## src/rtl/cpu_clk_ctrl.sv

```systemverilog
// cpu_clk_ctrl -- clock-enable controller for the CPU datapath (clk200m domain).
//
// Produces a registered single-cycle clk_en strobe in one of three modes:
//   mode 00 : full-speed run, strobe every cycle
//   mode 01 : slow run, strobe on each rising edge of divcnt[div_sel]
//   mode 10 : single-step, one strobe per step_btn press (11 behaves as 10)
// A level halt_req freezes the CPU. halt_ack is asserted once the freeze is
// established. cyc_cnt counts issued strobes and divcnt free-runs for display
// scanning.
//
// Optional build macro: CPU_CLK_DEBOUNCE_EN
//   When defined, a debounce filter sits between the step synchronizer and the
//   edge detector. The filtered level follows the synchronized level only after
//   it has been stable for DEB_CYCLES cycles. When undefined, DEB_CYCLES has no
//   effect and every synchronized rising edge of step_btn yields a strobe.
//
// Handshake: halt_req is a level. The FSM enters HALTED on the first edge that
// samples it high, and halt_ack follows one cycle later. halt_ack drops on the
// same edge at which the FSM leaves HALTED. clk_en is never high while
// halt_ack is high.

module cpu_clk_ctrl #(
   parameter int DIV_W      = 32,
   parameter int DEB_CYCLES = 2000000
) (
   input  logic             clk200m,
   input  logic             rst,
   input  logic [1:0]       mode,
   input  logic [4:0]       div_sel,
   input  logic             step_btn,
   input  logic             halt_req,
   output logic             halt_ack,
   output logic             clk_en,
   output logic [31:0]      cyc_cnt,
   output logic [DIV_W-1:0] divcnt
);

   localparam logic [1:0] ST_RUN    = 2'd0;
   localparam logic [1:0] ST_SLOW   = 2'd1;
   localparam logic [1:0] ST_STEP   = 2'd2;
   localparam logic [1:0] ST_HALTED = 2'd3;

   logic [1:0] mode_q;
   logic [1:0] state;
   logic [1:0] state_nxt;
   logic [1:0] mode_state;
   logic       sel_q;
   logic       tick;
   logic       step_sync1;
   logic       step_sync2;
   logic       step_lvl;
   logic       step_lvl_q;
   logic       step_edge;
   logic       strobe;

   // Free-running divider; wraps naturally and ignores halt.
   always_ff @(posedge clk200m or posedge rst) begin
      if (rst) divcnt <= '0;
      else     divcnt <= divcnt + {{(DIV_W-1){1'b0}}, 1'b1};
   end

   // Register mode once so every decision sees a stable value.
   always_ff @(posedge clk200m or posedge rst) begin
      if (rst) mode_q <= 2'b00;
      else     mode_q <= mode;
   end

   // Map the registered mode onto its running state (11 folds into step).
   always_comb begin
      mode_state = ST_STEP;
      case (mode_q)
         2'b00:   mode_state = ST_RUN;
         2'b01:   mode_state = ST_SLOW;
         default: mode_state = ST_STEP;
      endcase
   end

   // Next state: halt_req wins from every state, otherwise follow mode_q.
   always_comb begin
      state_nxt = mode_state;
      if (halt_req) state_nxt = ST_HALTED;
   end

   // FSM state register.
   always_ff @(posedge clk200m or posedge rst) begin
      if (rst) state <= ST_RUN;
      else     state <= state_nxt;
   end

   // Previous-cycle sample of the selected divider bit for edge detection.
   always_ff @(posedge clk200m or posedge rst) begin
      if (rst) sel_q <= 1'b0;
      else     sel_q <= divcnt[div_sel];
   end

   assign tick = divcnt[div_sel] & ~sel_q;

   // Two-flop synchronizer for the raw push-button.
   always_ff @(posedge clk200m or posedge rst) begin
      if (rst) begin
         step_sync1 <= 1'b0;
         step_sync2 <= 1'b0;
      end else begin
         step_sync1 <= step_btn;
         step_sync2 <= step_sync1;
      end
   end

`ifdef CPU_CLK_DEBOUNCE_EN
   logic [31:0] deb_cnt;
   logic        step_filt;

   // Debounce: adopt the synchronized level after DEB_CYCLES stable cycles.
   always_ff @(posedge clk200m or posedge rst) begin
      if (rst) begin
         deb_cnt   <= '0;
         step_filt <= 1'b0;
      end else if (step_sync2 == step_filt) begin
         deb_cnt <= '0;
      end else if (deb_cnt == 32'(DEB_CYCLES - 1)) begin
         deb_cnt   <= '0;
         step_filt <= step_sync2;
      end else begin
         deb_cnt <= deb_cnt + 32'd1;
      end
   end

   assign step_lvl = step_filt;
`else
   // No filter in this build; DEB_CYCLES is tied off here.
   logic unused_deb;
   assign unused_deb = (DEB_CYCLES == 0);
   assign step_lvl   = step_sync2;
`endif

   // Delayed step level for rising-edge detection.
   always_ff @(posedge clk200m or posedge rst) begin
      if (rst) step_lvl_q <= 1'b0;
      else     step_lvl_q <= step_lvl;
   end

   assign step_edge = step_lvl & ~step_lvl_q;

   // Candidate strobe for the current state; edges outside STEP are dropped.
   always_comb begin
      strobe = 1'b0;
      case (state)
         ST_RUN:  strobe = 1'b1;
         ST_SLOW: strobe = tick;
         ST_STEP: strobe = step_edge;
         default: strobe = 1'b0;
      endcase
   end

   // Registered outputs: halt_req suppresses a same-cycle strobe, and
   // halt_ack holds only while the FSM stays in HALTED.
   always_ff @(posedge clk200m or posedge rst) begin
      if (rst) begin
         clk_en   <= 1'b0;
         halt_ack <= 1'b0;
      end else begin
         clk_en   <= strobe & ~halt_req;
         halt_ack <= (state == ST_HALTED) && (state_nxt == ST_HALTED);
      end
   end

   // Strobe counter, wraps without saturating.
   always_ff @(posedge clk200m or posedge rst) begin
      if (rst)         cyc_cnt <= '0;
      else if (clk_en) cyc_cnt <= cyc_cnt + 32'd1;
   end

endmodule
```

## config.mk

```make
export PLATFORM = sky130hd
export DESIGN_NAME = cpu_clk_ctrl
export DESIGN_NICKNAME = d
export VERILOG_FILES = /design/src/rtl/cpu_clk_ctrl.sv
export SDC_FILE = /design/constraint.sdc
export NUM_CORES = 1
export LEC_CHECK = 0
export BUFFER_PORTS_ARGS = -buffer_cell sky130_fd_sc_hd__buf_2
export CAP_MARGIN = 10
export CORE_AREA = 8 8 96 98
export CTS_CLUSTER_SIZE = 30
export DETAILED_ROUTE_END_ITERATION = 7
export DIE_AREA = 0 0 104 106
export GPL_TIMING_DRIVEN = 1
export PLACE_DENSITY = 0.68
export SLEW_MARGIN = 40
export SYNTH_ARGS = -nofsm -noshare
export SYNTH_HDL_FRONTEND = slang
export SYNTH_SLANG_ARGS = --single-unit
```

## constraint.sdc

```tcl
create_clock -name clk200m -period 4.2 [get_ports clk200m]
set_input_delay 0.63 -clock clk200m [delete_from_list [all_inputs] [get_ports clk200m]]
set_output_delay 0.63 -clock clk200m [all_outputs]
set_load 0.01 [all_outputs]
```

==> results of run 1 <==
## area by class of cell
| type | count | area (µm²) |
|---|---|---|
| fillers | 723 | 3730 |
| repair buffers | 77 | 388 |
| clock buffers | 11 | 151 |
| inverters | 8 | 30.0 |
| well taps | 105 | 131 |
| multi-input cells | 211 | 1470 |
| flip-flops and latches | 74 | 1850 |
| clock inverters | 5 | 85.1 |
## kinds of logic (layout without fill, tap and decap cells)
group	Yosys count	in the layout	share of synthesized area (%)
simple gates	117	117	18.8
xor+xnor	61	61	15.7
flops	74	74	54.5
compound gates	14	14	3.05
fa+ha+maj	2	2	0.736
mux	17	17	5.04
buf+inv	15	101	2.21
## per-stage QoR
stage | std cells | cell area [µm²] | worst slack, ps | hold WS (ps)
finish | 491 | 4110 | 2260 | 352
global route | 491 | 4110 | 2040 | 359
CTS | 491 | 4110 | 2250 | 354
detailed placement | 475 | 3870 | 1990 | 335
global placement | 475 | 3870 | 2050 | 335
floorplan | 300 | 3400 | 1690 | 331
## registers in the layout, summed over array words and instances (netlist names)
register    flops
state           2
divcnt         32
sel_q           1
clk_en          1
cyc_cnt        32
step_lvl        1
step_sync1      1
mode_q          2
halt_ack        1
step_lvl_q      1
## cell usage after synthesis, types with 3 or more instances
cell type  count  area, µm²
nand2_1       29        109
a22oi_1        3       22.5
buf_4          4       30.0
nand3_1       26        130
nand4_1       12       75.1
dfrtp_1       74       1850
a21oi_1        5       25.0
and3_1        11       68.8
nor2_1        15       56.3
mux2i_1       16        160
inv_1          8       30.0
buf_2          3       15.0
xor2_1        16        140
nor3_1         6       30.0
xnor2_1       45        394
and4_1         5       43.8
## metal layers
metal	track usage, %	up-vias
li1	-	1199
met1	16.3	1206
met2	21.9	60
met3	4.72	13
met4	6.00	0
met5	0	-
## worst max path at each step
| stage | from | endpoint | slack [ps] |
|---|---|---|---|
| after floorplan | rst | clk_en | 1690 |
| after global placement | div_sel[1] | clk_en | 2050 |
| after detailed placement | div_sel[1] | clk_en | 1990 |
| after CTS | divcnt[2] | divcnt[23] | 2250 |
| after global routing | clk_en | cyc_cnt[25] | 2040 |
| final | divcnt[2] | divcnt[23] | 2260 |
## power by group through the flow
| stage | registers (mW) | logic (mW) | clock network (mW) |
|---|---|---|---|
| global route | 0.768 | 0.104 | 0.684 |
| floorplan | 0.779 | 0.0507 | 0 |
| CTS | 0.762 | 0.0959 | 0.656 |
| finish | 0.761 | 0.0923 | 0.641 |
| detailed placement | 0.777 | 0.0955 | 0 |
| global placement | 0.776 | 0.0942 | 0 |
## critical path: cells and delay by family (launching register included)
kind | cells | cell delay (ps)
flip-flops | 1 | 470
XOR/XNOR | 1 | 140
AND/OR/NAND/NOR | 4 | 1210
==> summary.md, run 1 <==
| Metric | Value |
|---|---|
| Clk slew on worst S/H paths | `about 80 ps` |
| Total power | `roughly 1.5 mW` |
| Hold Path Depth | `0` |
| Nets | `around 390` |
| CP required | `about 4400 ps` |
| Synthesized net count | `between 300 and 400` |
| Post-synthesis cell type count | `32` |
| Worst min path class | `reg2reg` |
| Total net switching power | `0.349 mW` |
| Residual DRC | `0` |
| Final Wtd Congestion | `~0.74` |
| Crit-path most repeated cell | `and4_1` |
| Seq pwr share | `50.9%` |
| Critical path class | `reg2reg` |
| WL final | `7250 µm` |
| Root Driver | `clkbuf_8` |
| Max Slew Vio Count | `0` |
| Hold Crit Start | `step_sync1` |
| Fin crit share | `a little under half` |
| Fin. Hold Viols | `0` |
| First-pass GRT wire length | `12400 µm` |
| Largest net degree at the start of global routing | `45` |
| Combinational Power Share | `6.2%` |
| Gr ovfl total | `0` |
| Hold_buf cts | `0` |
| Clock skew | `~11 ps` |
| FMAX | `515 MHz` |
| Static leakage | `2.13 nW` |
| Number of global-route vias before repair | `approximately 2600` |
| Clock power frac | `42.9%` |
| Reg2reg start | `divcnt[2]` |
| Met2 wire length | `3360 µm` |
| DR iter-0 viols | `45` |
| Vias/cell | `5.05` |
| IO Port Bufs | `76` |
| Gate count after technology mapping | `300` |
| Synth Flop Type | `dfrtp_1` |
| WL met1 | `3280 µm` |
| Min Tclk post-route | `1940 ps` |
| Worst slew margin | `between 50% and 60%` |
| Yosys warnings | `0` |
| Layout cells sized above 1 | `around a quarter` |
| Finished Core Util | `a little over half` |
| Post-cts sizing count | `0` |
| Die height | `about 110 µm` |
| Power Internal | `around 1.1 mW` |
| Met3 routed WL | `roughly 470 µm` |
| Sw frac | `23.4%` |
| Initial Util | `approximately 43%` |
| Pwr dens | `364 nW/µm²` |
| CP max FO | `8` |
| Most common cell after layout, fill and taps aside | `buf_2` |
| Worst vdd ir | `about 0.16 mV` |
| Post-synthesis register bit count | `74` |
| WP data arrival | `around 2200 ps` |
| Least-Margin Pin Slew | `about 650 ps` |
| Max Cap Viol | `0` |
| Register area share after synthesis | `54.5%` |
| Setup TNS | `0 ps` |
| R2R depth | `5` |
| H-Tree Depth | `3` |
| Router iterations before antenna repair | `4` |
| Total GRT Usage | `13.6%` |
| Crit path cell chain | `and4_1, and4_1, and3_1, nand4_2, xnor2_1` |
| Biggest cell delay along the critical path | `between 400 and 500 ps` |
| Latest clock arrival within the worst-skew pair | `between 300 and 400 ps` |
| Die W | `~100 µm` |
| Top layer in use | `met4` |
| Synth-to-layout area growth | `20.9%` |
| Ys async rst share | `100%` |
| Num Clock Sinks | `74` |
| CP Launch Type | `register` |
| # diodes | `0` |
| Post-CTS Setup Bufs | `0` |
| Worst Hold End | `step_lvl` |
| Worst R2R End | `divcnt[23]` |
| Cell Area, Synth | `about 3400 µm²` |
| Slowest CP cell | `dfrtp_1` |
| Max Root-Sink Buffers | `2` |
| ANT nets after route | `0` |
| CTS tree | `yes` |
| Row cnt | `33` |
| Crit. End Element | `register` |
| DP HPWL | `5380 µm` |
| I/O Pins | `77` |
| WL/cell | `14.8 µm` |
| RSZ-0062 raised after global routing | `false` |
| Endpoints failing setup | `0` |
| Synth Area per Inst | `11.3 µm²` |
| Via count | `between 2000 and 2500` |
| Die area | `11000 µm²` |
| Core ar. | `just under 8000 µm²` |
| Commonest non-fill, non-tap cells in the layout | `76 x buf_2, 74 x dfrtp_1, 45 x xnor2_1, 29 x nand2_1, 26 x nand3_1` |
| Reg-to-reg slack, setup | `between 2000 and 2500 ps` |
| Antenna violations before repair | `0` |
| Status | `finished clean` |
| CTS Buf Count | `9` |
| EDFF count, synth | `0` |
(Power assumes the default switching activity.)
==> run 2, diff against run 1 <==
--- a/config.mk
+++ b/config.mk
@@ -12,7 +12,7 @@
 export DETAILED_ROUTE_END_ITERATION = 7
 export DIE_AREA = 0 0 104 106
 export GPL_TIMING_DRIVEN = 1
-export PLACE_DENSITY = 0.68
+export PLACE_DENSITY = 0.7
 export SLEW_MARGIN = 40
 export SYNTH_ARGS = -nofsm -noshare
 export SYNTH_HDL_FRONTEND = slang
==> constraint.sdc (replaced) <==
create_clock -name clk200m -period 1.6 [get_ports clk200m]
set_input_delay 0.24 -clock clk200m [delete_from_list [all_inputs] [get_ports clk200m]]
set_output_delay 0.24 -clock clk200m [all_outputs]
set_load 0.01 [all_outputs]
==> run 2 against run 1 <==
  * The run now ends with negative hold slack left
  * Flip-flop and latch count stayed put
  * Combinational power grew to 3.9 times the previous value
  * First-iteration DRC count is 8.9% higher
  * Critical path type unchanged
  * Clock skew is 2.3 ps lower
  * Global-route usage is 1.2 points higher
  * Largest cell class unchanged
  * Hold slack worse by 360 ps
  * Final area is 11% higher
==> summary.md, run 2 (synthesized netlist as in run 1, its figures left out) <==
| Metric | Value |
|---|---|
| Latest clock arrival within the worst-skew pair | `340 ps (was 350 ps)` |
| Static leakage | `2.40 nW (was 2.13 nW)` |
| IO Port Bufs | `76 (unchanged)` |
| H-Tree Depth | `3 (unchanged)` |
| WL final | `7980 µm (was 7250 µm)` |
| # diodes | `0 (unchanged)` |
| I/O Pins | `77 (unchanged)` |
| WL/cell | `14.6 µm (was 14.8 µm)` |
| WP data arrival | `1760 ps (was 2160 ps)` |
| Min Tclk post-route | `1530 ps (was 1940 ps)` |
| Critical path class | `reg2reg (unchanged)` |
| CP required | `1830 ps (was 4420 ps)` |
| Sw frac | `24.5% (was 23.4%)` |
| Router iterations before antenna repair | `4 (unchanged)` |
| CP Launch Type | `register (unchanged)` |
| Row cnt | `33 (unchanged)` |
| Root Driver | `clkbuf_8 (unchanged)` |
| Setup TNS | `0 ps (unchanged)` |
| Gr ovfl total | `0 (unchanged)` |
| Slowest CP cell | `dfrtp_1 (unchanged)` |
| Post-route insts no fill | `545 (was 491)` |
| Synth-to-layout area growth | `34.7% (was 20.9%)` |
| RSZ-0062 raised after global routing | `true (was false)` |
| Worst vdd ir | `0.397 mV (was 0.156 mV)` |
| Number of global-route vias before repair | `2834 (was 2561)` |
| Power Internal | `2.81 mW (was 1.15 mW)` |
| Nets | `449 (was 394)` |
| Clock power frac | `36.9% (was 42.9%)` |
| Placed Cells | `520 (was 475)` |
| ANT nets after route | `0 (unchanged)` |
| Clock skew | `8.83 ps (was 11.1 ps)` |
| Crit path cell chain | `ha_2, nand4_1, nor2_2, and3_4, nand3_1, xnor2_1 (was and4_1, and4_1, and3_1, nand4_2, xnor2_1)` |
| Fin crit share | `95.6% (was 46.2%)` |
| Worst hold margin | `-7.23 ps (was 352 ps)` |
| Seq pwr share | `53.4% (was 50.9%)` |
| Residual DRC | `0 (unchanged)` |
| Combinational Power Share | `9.7% (was 6.2%)` |
| Worst min path class | `in2async (was reg2reg)` |
| CTS tree | `yes (unchanged)` |
| Post-Place Cell Area | `4240 µm² (was 3870 µm²)` |
| Total GRT Usage | `14.8% (was 13.6%)` |
| Least-Margin Pin Slew | `411 ps (was 653 ps)` |
| Pwr dens | `814 nW/µm² (was 364 nW/µm²)` |
| Via count | `2690 (was 2478)` |
| Endpoints failing setup | `0 (unchanged)` |
| Fin. Hold Viols | `3 (was 0)` |
| Clk slew on worst S/H paths | `80 ps (about the same)` |
| Total net switching power | `0.912 mW (was 0.349 mW)` |
| Failing checks | `negative hold slack` |
| Sequential cell area | `1860 µm² (was 1850 µm²)` |
| Final Wtd Congestion | `0.815 (was 0.744)` |
| FMAX | `654 MHz (was 515 MHz)` |
| Biggest cell delay along the critical path | `400 ps (was 470 ps)` |
| Max Root-Sink Buffers | `2 (unchanged)` |
| Crit. End Element | `register (unchanged)` |
| Die W | `104 µm (unchanged)` |
| Max Cap Viol | `0 (unchanged)` |
| Layout cells sized above 1 | `39.3% (was 26.2%)` |
| DR iter-0 viols | `49 (was 45)` |
| Commonest non-fill, non-tap cells in the layout | `76 x buf_2, 67 x dfrtp_1, 50 x buf_4, 45 x xnor2_1, 28 x nand2_1 (was 76 x buf_2, 74 x dfrtp_1, 45 x xnor2_1, 29 x nand2_1, 26 x nand3_1)` |
| Most common cell after layout, fill and taps aside | `buf_2 (unchanged)` |
| Status | `finished, violations left (was finished clean)` |
| Die area | `11000 µm² (unchanged)` |
| Footprint of the multi-input gates | `1540 µm² (was 1470 µm²)` |
| Post-route cell area | `4580 µm² (was 4110 µm²)` |
| Num Clock Sinks | `74 (unchanged)` |
| Vias/cell | `4.94 (was 5.05)` |
| CP max FO | `4 (was 8)` |
| Biggest regs | `cyc_cnt: 32 flops, divcnt: 32 flops (unchanged)` |
| Worst slew margin | `72.5% (was 56.4%)` |
| Max Slew Vio Count | `0 (unchanged)` |
| CTS Buf Count | `9 (unchanged)` |
| Largest net degree at the start of global routing | `75 (was 45)` |
| Finished Core Util | `58.4% (was 52.4%)` |
| Initial Util | `43.3% (unchanged)` |
| Antenna violations before repair | `0 (unchanged)` |
| Fillers | `677 (was 723)` |
| First-pass GRT wire length | `13400 µm (was 12400 µm)` |
| Core ar. | `7850 µm² (unchanged)` |
| Die height | `106 µm (unchanged)` |
| DP HPWL | `5800 µm (was 5380 µm)` |
[run 2: changes by cell type in the layout (fill, tap and decap cells not counted), moves of 2 or more]
cell and delta:
and3_1 -2, buf_4 +49, buf_6 +2, clkbuf_8 -2, clkinv_2 +4, dfrtp_1 -7
dfrtp_2 +7, dlygate4sd3_1 +3, nor2_1 -2, nor2_2 +2, nor3_1 -5, nor3_2 +4
[run 2: layout make-up]
type | instances | share of cell area [%]
multi-input cells | 211 | 33.7
clock inverters | 6 | 1.28
repair buffers | 132 | 18.1
inverters | 8 | 0.738
flip-flops and latches | 74 | 40.6
clock buffers | 9 | 2.71
well taps | 105 | 2.87
[run 2: through the flow]
| stage | hold slack [ps] | power, mW | worst slack [ps] |
|---|---|---|---|
| CTS | 4.22 | 3.73 | 18.0 |
| global route | 16.7 | 3.88 | -24.0 |
| floorplan | 271 | 2.18 | 9.41 |
| finish | -7.23 | 3.72 | 70.1 |
| detailed placement | 338 | 2.36 | -15.5 |
| global placement | 337 | 2.34 | 66.9 |
[run 2: final timing paths]
| path | start | end | slack (ps) | cells past startpoint |
|---|---|---|---|---|
| max | cyc_cnt[1] | cyc_cnt[24] | 70 | 6 |
| min | rst | cyc_cnt[26] | -7 | 3 |
| max reg2reg | cyc_cnt[1] | cyc_cnt[24] | 70 | 6 |
| min reg2reg | step_sync1 | step_lvl | 350 | 0 |
| max in group asynchronous | rst | divcnt[22] | 1280 | 3 |
| min in group clk200m | halt_req | state[0] | 110 | 2 |
[run 2: power groups by stage]
stage               clock network [mW]  logic (mW)  registers [mW]
floorplan                            0       0.134            2.05
global placement                     0       0.329            2.01
detailed placement                   0       0.333            2.02
CTS                               1.40       0.345            1.99
global route                      1.48       0.404            2.00
finish                            1.37       0.360            1.99
[run 2: timing repair]
action,CTS,global route
setup endpoints to repair,5,27
hold buffers,3,0
endpoints found under the hold margin,3,0
gates resized for setup,5,17
buffers inserted,1,6
pin swaps,2,10
[run 2: routing by layer]
metal  vias to the layer above  routed length (µm)  GRT usage, %
met3                        10                 500          5.44
met1                      1303                3590          17.9
met5                         -                   0             0
met4                         0                 110          5.38
met2                        71                3780          23.8
li1                       1306                   -             -
[run 2: critical path, delay by kind of cell, from the launching register on]
family,cells,cell delay (ps)
flops,1,400
fa+ha+maj,1,190
simple gates,4,670
xor+xnor,1,160
